## config.mk

```make
export PLATFORM = sky130hd
export DESIGN_NAME = alu54_add_arbiter_flat
export DESIGN_NICKNAME = d
export VERILOG_FILES = /design/src/rtl/alu54_add_arbiter_if.sv /design/src/rtl/alu54_add_arbiter.sv /design/src/flat_wrapper.sv
export SDC_FILE = /design/constraint.sdc
export NUM_CORES = 1
export LEC_CHECK = 0
export BUFFER_PORTS_ARGS = -buffer_cell sky130_fd_sc_hd__buf_2
export CORE_MARGIN = 4
export CORE_UTILIZATION = 27
export DETAILED_ROUTE_END_ITERATION = 12
export PLACE_DENSITY_LB_ADDON = 0.3
export SLEW_MARGIN = 20
export SYNTH_ARGS = -nofsm -noshare
export SYNTH_HDL_FRONTEND = slang
export SYNTH_SLANG_ARGS = --single-unit
```

## constraint.sdc

```tcl
create_clock -name clk -period 1.4 [get_ports clk]
set_input_delay 0.28 -clock clk [delete_from_list [all_inputs] [get_ports clk]]
set_output_delay 0.28 -clock clk [all_outputs]
set_load 0.02 [all_outputs]
```

## src/rtl/alu54_add_arbiter_if.sv

```systemverilog
// Bundle of signals between the two address generators, the arbiter and the
// shared ALU54D adder wrapper.
interface alu54_add_arbiter_if #(
   parameter int A_WIDTH   = 21,
   parameter int B_WIDTH   = 5,
   parameter int OUT_WIDTH = 22
);
   logic                 req0_valid;
   logic [A_WIDTH-1:0]   req0_a;
   logic [B_WIDTH-1:0]   req0_b;
   logic                 req0_ready;
   logic                 req1_valid;
   logic [A_WIDTH-1:0]   req1_a;
   logic [B_WIDTH-1:0]   req1_b;
   logic                 req1_ready;
   logic [A_WIDTH-1:0]   alu_a;
   logic [B_WIDTH-1:0]   alu_b;
   logic                 alu_ce;
   logic                 alu_reset;
   logic [OUT_WIDTH-1:0] alu_dout;
   logic                 rsp_valid;
   logic                 rsp_id;
   logic [OUT_WIDTH-1:0] rsp_data;

   // Requesters and the adder wrapper sit on the master side
   modport master (
      output req0_valid, req0_a, req0_b, req1_valid, req1_a, req1_b, alu_dout,
      input  req0_ready, req1_ready, alu_a, alu_b, alu_ce, alu_reset,
             rsp_valid, rsp_id, rsp_data
   );

   modport slave (
      input  req0_valid, req0_a, req0_b, req1_valid, req1_a, req1_b, alu_dout,
      output req0_ready, req1_ready, alu_a, alu_b, alu_ce, alu_reset,
             rsp_valid, rsp_id, rsp_data
   );
endinterface

```

## src/rtl/alu54_add_arbiter.sv

```systemverilog
// Round-robin arbiter for the shared registered 21+5 bit adder; routes each
// sum back to its originator one cycle after issue.
module alu54_add_arbiter #(
   parameter int A_WIDTH   = 21,
   parameter int B_WIDTH   = 5,
   parameter int OUT_WIDTH = 22
) (
   input logic clk,
   input logic reset,
   alu54_add_arbiter_if.slave bus
);
   logic                 ptr;
   logic                 grant0;
   logic                 grant1;
   logic [A_WIDTH-1:0]   mux_a;
   logic [B_WIDTH-1:0]   mux_b;
   logic [OUT_WIDTH-1:0] sum;

   // Pointer only matters when both requesters contend
   always_comb begin
      grant0 = 1'b0;
      grant1 = 1'b0;
      if (!reset) begin
         grant0 = bus.req0_valid && (!bus.req1_valid || !ptr);
         grant1 = bus.req1_valid && (!bus.req0_valid ||  ptr);
      end
   end

   always_comb begin
      mux_a = '0;
      mux_b = '0;
      if (grant0) begin
         mux_a = bus.req0_a;
         mux_b = bus.req0_b;
      end else if (grant1) begin
         mux_a = bus.req1_a;
         mux_b = bus.req1_b;
      end
   end

   assign bus.req0_ready = grant0;
   assign bus.req1_ready = grant1;
   assign bus.alu_a      = mux_a;
   assign bus.alu_b      = mux_b;
   assign bus.alu_ce     = grant0 | grant1;
   assign bus.alu_reset  = reset;

   // rsp_valid doubles as the in-flight marker for the adder's single slot
   always_ff @(posedge clk) begin
      if (reset) begin
         ptr           <= 1'b0;
         bus.rsp_valid <= 1'b0;
         bus.rsp_id    <= 1'b0;
      end else begin
         bus.rsp_valid <= grant0 | grant1;
         if (grant0) begin
            ptr        <= 1'b1;
            bus.rsp_id <= 1'b0;
         end else if (grant1) begin
            ptr        <= 1'b0;
            bus.rsp_id <= 1'b1;
         end
      end
   end

   assign sum          = bus.alu_dout;
   assign bus.rsp_data = sum;
endmodule

```

## src/flat_wrapper.sv

```systemverilog
// flat-port wrapper written by rule: the top's interface ports become plain ports
module alu54_add_arbiter_flat 
#(
   parameter int A_WIDTH   = 21,
   parameter int B_WIDTH   = 5,
   parameter int OUT_WIDTH = 22
)
  (clk, reset, bus_req0_valid, bus_req0_a, bus_req0_b, bus_req1_valid, bus_req1_a, bus_req1_b, bus_alu_dout, bus_req0_ready, bus_req1_ready, bus_alu_a, bus_alu_b, bus_alu_ce, bus_alu_reset, bus_rsp_valid, bus_rsp_id, bus_rsp_data);
  alu54_add_arbiter_if #(.A_WIDTH(A_WIDTH), .B_WIDTH(B_WIDTH), .OUT_WIDTH(OUT_WIDTH)) bus_i ();
  input logic clk;
  input logic reset;
  input wire logic [$bits(bus_i.req0_valid)-1:0] bus_req0_valid;
  input wire logic [$bits(bus_i.req0_a)-1:0] bus_req0_a;
  input wire logic [$bits(bus_i.req0_b)-1:0] bus_req0_b;
  input wire logic [$bits(bus_i.req1_valid)-1:0] bus_req1_valid;
  input wire logic [$bits(bus_i.req1_a)-1:0] bus_req1_a;
  input wire logic [$bits(bus_i.req1_b)-1:0] bus_req1_b;
  input wire logic [$bits(bus_i.alu_dout)-1:0] bus_alu_dout;
  output wire logic [$bits(bus_i.req0_ready)-1:0] bus_req0_ready;
  output wire logic [$bits(bus_i.req1_ready)-1:0] bus_req1_ready;
  output wire logic [$bits(bus_i.alu_a)-1:0] bus_alu_a;
  output wire logic [$bits(bus_i.alu_b)-1:0] bus_alu_b;
  output wire logic [$bits(bus_i.alu_ce)-1:0] bus_alu_ce;
  output wire logic [$bits(bus_i.alu_reset)-1:0] bus_alu_reset;
  output wire logic [$bits(bus_i.rsp_valid)-1:0] bus_rsp_valid;
  output wire logic [$bits(bus_i.rsp_id)-1:0] bus_rsp_id;
  output wire logic [$bits(bus_i.rsp_data)-1:0] bus_rsp_data;
  assign bus_i.req0_valid = bus_req0_valid;
  assign bus_i.req0_a = bus_req0_a;
  assign bus_i.req0_b = bus_req0_b;
  assign bus_i.req1_valid = bus_req1_valid;
  assign bus_i.req1_a = bus_req1_a;
  assign bus_i.req1_b = bus_req1_b;
  assign bus_i.alu_dout = bus_alu_dout;
  assign bus_req0_ready = bus_i.req0_ready;
  assign bus_req1_ready = bus_i.req1_ready;
  assign bus_alu_a = bus_i.alu_a;
  assign bus_alu_b = bus_i.alu_b;
  assign bus_alu_ce = bus_i.alu_ce;
  assign bus_alu_reset = bus_i.alu_reset;
  assign bus_rsp_valid = bus_i.rsp_valid;
  assign bus_rsp_id = bus_i.rsp_id;
  assign bus_rsp_data = bus_i.rsp_data;
  alu54_add_arbiter #(.A_WIDTH(A_WIDTH), .B_WIDTH(B_WIDTH), .OUT_WIDTH(OUT_WIDTH)) u_core (.clk(clk), .reset(reset), .bus(bus_i));
endmodule
```

# Yosys cells after proc, flatten, opt, wreduce, memory -nomap -nowiden
# Cells that the tools add are included.
word_totals:
  out_inout_bits: 54
  n_memories: 0
  mem_bits_rw: 0
  rom_bits: 0
  in_bits: 78
  reg_bits: 3
  latchBits: 0
  word_cells: 21
op_classes:
  n_reduce_logical: 9
  div: 0
  add_sub_neg: 0
  magnitude_cmp: 0
  shifts: 0
  mul: 0
  n_eq_ne: 0
  muxes: 8
  n_bitwise: 1
op_table:
  columns: ["operator", "n"]
  rows:
  - ["two-way mux 21 bit", 2]
  - ["two-way mux 5 bit", 2]
  - ["two-way mux 1 bit", 4]
  - ["logical NOT 1 bit", 3]
  - ["logical AND 1 bit", 2]
  - ["logical OR 1 bit", 2]
  - ["nonzero test 2 bit", 1]
  - ["OR reduction 2 bit", 1]
  - ["OR 1 bit", 1]

# Depth between registers and ports, before layout
depth:
  ltp_word: 6
  ltp_mapped: 5
  ltp_nobuf: 3

# Worst setup path before layout
# No wires, ideal clock.
synth_path:
  kind: "reg2out"
  from: "register u_core.ptr"
  to: "output port bus_alu_a[17]"
  arrival_ps: 1131
  t_required_ps: 1120
  n_path_buf: 2
  setup_slack_ps: -11
  path_stages_with_launch: 6
  cell_sequence: "dfxtp_1 nand2b_1 buf_6 buf_8 a32oi_1 nor2_1"
synth_via:
  elab_chain_len: 5
  elab_cells_between_ends: 9
  cone_classes: "mux (4); reduce/logical (5)"
synth_lines:
  columns: ["element", "line_no", "text"]
  rows:
  - ["start, declared", "alu54_add_arbiter.sv:12", "logic ptr;"]
  - ["start signal, assigned", "alu54_add_arbiter.sv:51", "ptr <= 1'b0;"]
  - ["start signal, assigned", "alu54_add_arbiter.sv:57", "ptr <= 1'b1;"]
  - ["start signal, assigned", "alu54_add_arbiter.sv:60", "ptr <= 1'b0;"]
  - ["logical OR 1 bit / logical NOT 1 bit (equally long branches)", "alu54_add_arbiter.sv:25, alu54_add_arbiter.sv:24", null]
  - ["logical AND 1 bit / logical OR 1 bit (equally long branches)", "alu54_add_arbiter.sv:25, alu54_add_arbiter.sv:24", null]
  - ["two-way mux 1 bit / logical AND 1 bit (equally long branches)", "alu54_add_arbiter.sv:23, alu54_add_arbiter.sv:24", null]
  - ["two-way mux 21 bit / two-way mux 1 bit (equally long branches)", "alu54_add_arbiter.sv:35, alu54_add_arbiter.sv:23", null]
  - ["two-way mux 21 bit (*)", "alu54_add_arbiter.sv:32", "if (grant0) begin"]
  - ["end, declared", "flat_wrapper.sv:21", "output wire logic [$bits(bus_i.alu_a)-1:0] bus_alu_a;"]
# Every way passes the cells marked *; elsewhere a longest branch is shown, timed or not.

# Worst setup path in the final report
layout_path:
  from: "register u_core.ptr"
  to: "output port bus_alu_a[8]"
# Same word-level chain as after synthesis.

==> results.json <==
{
  "hold_path_class": "input port to flop",
  "synth.distinct_cells": 15,
  "hpwl_um": 2053,
  "h-tree-depth": 1,
  "arrival_ns": 1.35,
  "post_drt_wl_per_cell_um": 14.07,
  "pre_cts_slack_ns": 0.001704,
  "num-nets-final": 249,
  "drive_gt1_frac": 0.7706,
  "gr-total-overflow": 0,
  "period_share": 1.163,
  "path_class": "flop to output pin",
  "critPathMaxFanout": 18,
  "syn_inst": 103,
  "clk-insertion-delay-late_ns": 0.23,
  "ys_seq_area_frac": 0.08136,
  "num_antenna_cells": 0,
  "r2r_start": "u_core.ptr$_SDFFE_PP0P_",
  "synth_top_cells_by_area": "a32oi_1 31%, buf_4 23%, nor2_1 15%, dfxtp_1 8.1%, buf_6 6.1%",
  "min_period_ns": 1.629,
  "coreArea_sq_um": 2545,
  "port_buffers": 87,
  "first_pass_iters": 4,
  "synth_area_sq_um": 738.2,
  "min_to": "u_core.bus.rsp_valid$_SDFF_PP0_",
  "cts_tree": "built",
  "tightest_slew_ns": 0.2371,
  "drc": 0,
  "p_leak_nw": 0.6480,
  "start_util": 0.2901,
  "antenna_found_initial": 0,
  "drv_slew": 0,
  "yosys_warnings": 0,
  "vdd_drop_max_mv": 0.4850,
  "grt_usage": 0.1388,
  "cpMaxStageDelayCell": "dfxtp_2",
  "postCtsHoldBufs": 0,
  "worstSetupEndpointType": "output pin",
  "critical_path_buf_inv_count": 2,
  "ant_nets": 0,
  "finalHoldViolCount": 0,
  "wirelength_um": 2813,
  "status": "finished with violations",
  "die-width_um": 60.29,
  "grt_max_degree": 34,
  "viasPerCell": 5.135,
  "seqPwrFrac": 0.128,
  "cts_num_sinks": 3,
  "fp-row-count": 18,
  "yosys.area.top_type": "a32oi_1",
  "gp_congestion": 0.6487,
  "grt_pass1_wl_um": 3946,
  "cap_violations": 0,
  "via_count": 1027,
  "cpLargestDelayFamily": "flip-flops",
  "rsz0062_at_grt": "yes",
  "setup_viol": 28,
  "dieArea_sq_um": 3635,
  "finClkSkew_ns": 0.0008559,
  "p_int_mw": 0.4488,
  "cp-start-kind": "flop",
  "synth_top_area_frac": 0.3085,
  "synthToLayoutAreaGrowth_pct": 83.39,
  "cp_data_required_time_ns": 1.12,
  "critical_path_depth": 5,
  "avgSynthCellArea_sq_um": 7.167,
  "synth_fp_nets": 181,
  "clock_power_share": 0.200,
  "fmax_ghz": 0.6139,
  "grt_pass1_vias": 967,
  "reg2reg_depth": 3,
  "setup_tns_ns": -4.961,
  "die_y_um": 60.29,
  "numCtsBuffers": 3,
  "path_cells": "nand2b_4 -> buf_12 -> a32oi_1 -> nor2_2 -> buf_4",
  "netSwitchingPower_mw": 0.2981,
  "slew_headroom": 0.8419,
  "p_per_area_nw_per_um2": 551.7,
  "ios": 132,
  "drt_iter0_drc": 27,
  "clk_path_buf_depth": 2,
  "fin_ws_ns": -0.2289,
  "post_cts_buffers": 0,
  "cts_root_buf": "clkbuf_4",
  "slowest_delay_ns": 0.32,
  "r2r_slack_ns": 0.53,
  "r2r-end": "u_core.ptr$_SDFFE_PP0P_",
  "synth-seq-cells": 3,
  "swShare": 0.3992,
  "combPwrFrac": 0.672,
  "hold_path_depth": 4,
  "path_clk_slew_ns": 0.04,
  "fillers": 247,
  "violations": "negative setup slack",
  "min-delay-start": "bus_req0_valid"
}
## how the worst max path moves through the flow
| stage | from | endpoint | slack (ns) |
|---|---|---|---|
| floorplan | u_core.ptr$_SDFFE_PP0P_ | bus_req1_ready | 0.04 |
| global placement | bus_req1_valid | bus_alu_a[19] | 0.02 |
| detailed placement | u_core.ptr$_SDFFE_PP0P_ | bus_alu_b[2] | 0.002 |
| CTS | u_core.ptr$_SDFFE_PP0P_ | bus_alu_a[6] | -0.21 |
| global route | u_core.ptr$_SDFFE_PP0P_ | bus_alu_a[1] | -0.28 |
| finish | u_core.ptr$_SDFFE_PP0P_ | bus_alu_a[8] | -0.23 |
## worst reg2reg max path, cell delays in order, from the launching register on
cell,delay (ns)
dfxtp_2,0.34
buf_4,0.11
or2b_1,0.22
a21oi_1,0.13
## cells in the final DEF, fill, tap and decap left out, drive strengths merged, types with 2 or more instances in the layout
master | Yosys | layout
nor2 | 30 | 30
clkbuf | 3 | 5
nand2 | 2 | 2
buf | 32 | 97
dfxtp | 3 | 3
a32oi | 26 | 26
a21oi | 2 | 2
## final cells by class
| cell class | count | area [sq um] | area share |
|---|---|---|---|
| repair buffers | 98 | 714.4 | 0.5277 |
| multi-input cells | 65 | 514.2 | 0.3799 |
| flip-flops and latches | 3 | 61.31 | 0.04529 |
| well taps | 30 | 37.54 | 0.02773 |
| clock buffers | 4 | 26.28 | 0.01941 |
## metrics by stage
stage          area, sq um  power [mW]  hold slack [ns]  utilization  cells
3_3_place_gp          1100      0.4972           0.5263       0.4322    195
4_1_cts               1280      0.7264           0.4318       0.5030    199
2_1_floorplan        788.3      0.4367           0.3491            -    103
3_5_place_dp          1100      0.5076           0.5427       0.4322    195
5_1_grt               1354      0.7971           0.4570       0.5320    200
6_report              1354      0.7470           0.4320       0.5320    200
## repair_timing
item	in CTS	in global routing
pin swaps	2	3
resized for setup	46	12
gates cloned	0	1
setup endpoints to repair	28	28
## power by group through the flow
stage	combinational, mW	clock, mW	sequential [mW]
finish	0.502	0.149	0.0956
global route	0.538	0.163	0.0965
CTS	0.474	0.156	0.0956
detailed placement	0.412	0	0.0958
global placement	0.402	0	0.0957
floorplan	0.335	0	0.102
## routing by layer
metal  GRT usage  wire, um
met5           0         0
met1      0.1220       932
met2      0.2901      1509
met4     0.06962        44
met3     0.02160       327
## cells in the mapped netlist
library cell  instances
nor2_1               30
buf_6                 4
nand2b_1              1
buf_4                23
nand2_1               2
nor2b_1               1
o21bai_1              1
a21boi_4              1
a32oi_1              26
buf_2                 3
clkbuf_1              3
dfxtp_1               3
or2b_1                1
a21oi_1               2
buf_8                 2
## state kept, by name, indices dropped and copies added (netlist names)
register              count
u_core.ptr                1
u_core.bus.rsp_id         1
u_core.bus.rsp_valid      1
## cell families after synthesis
| family | share of synthesized area |
|---|---|
| buffers and inverters | 0.3712 |
| AOI/OAI and AO/OA | 0.3576 |
| DFF | 0.08136 |
| and+or+nand+nor | 0.1899 |
Power figures use the tool's default switching activity.
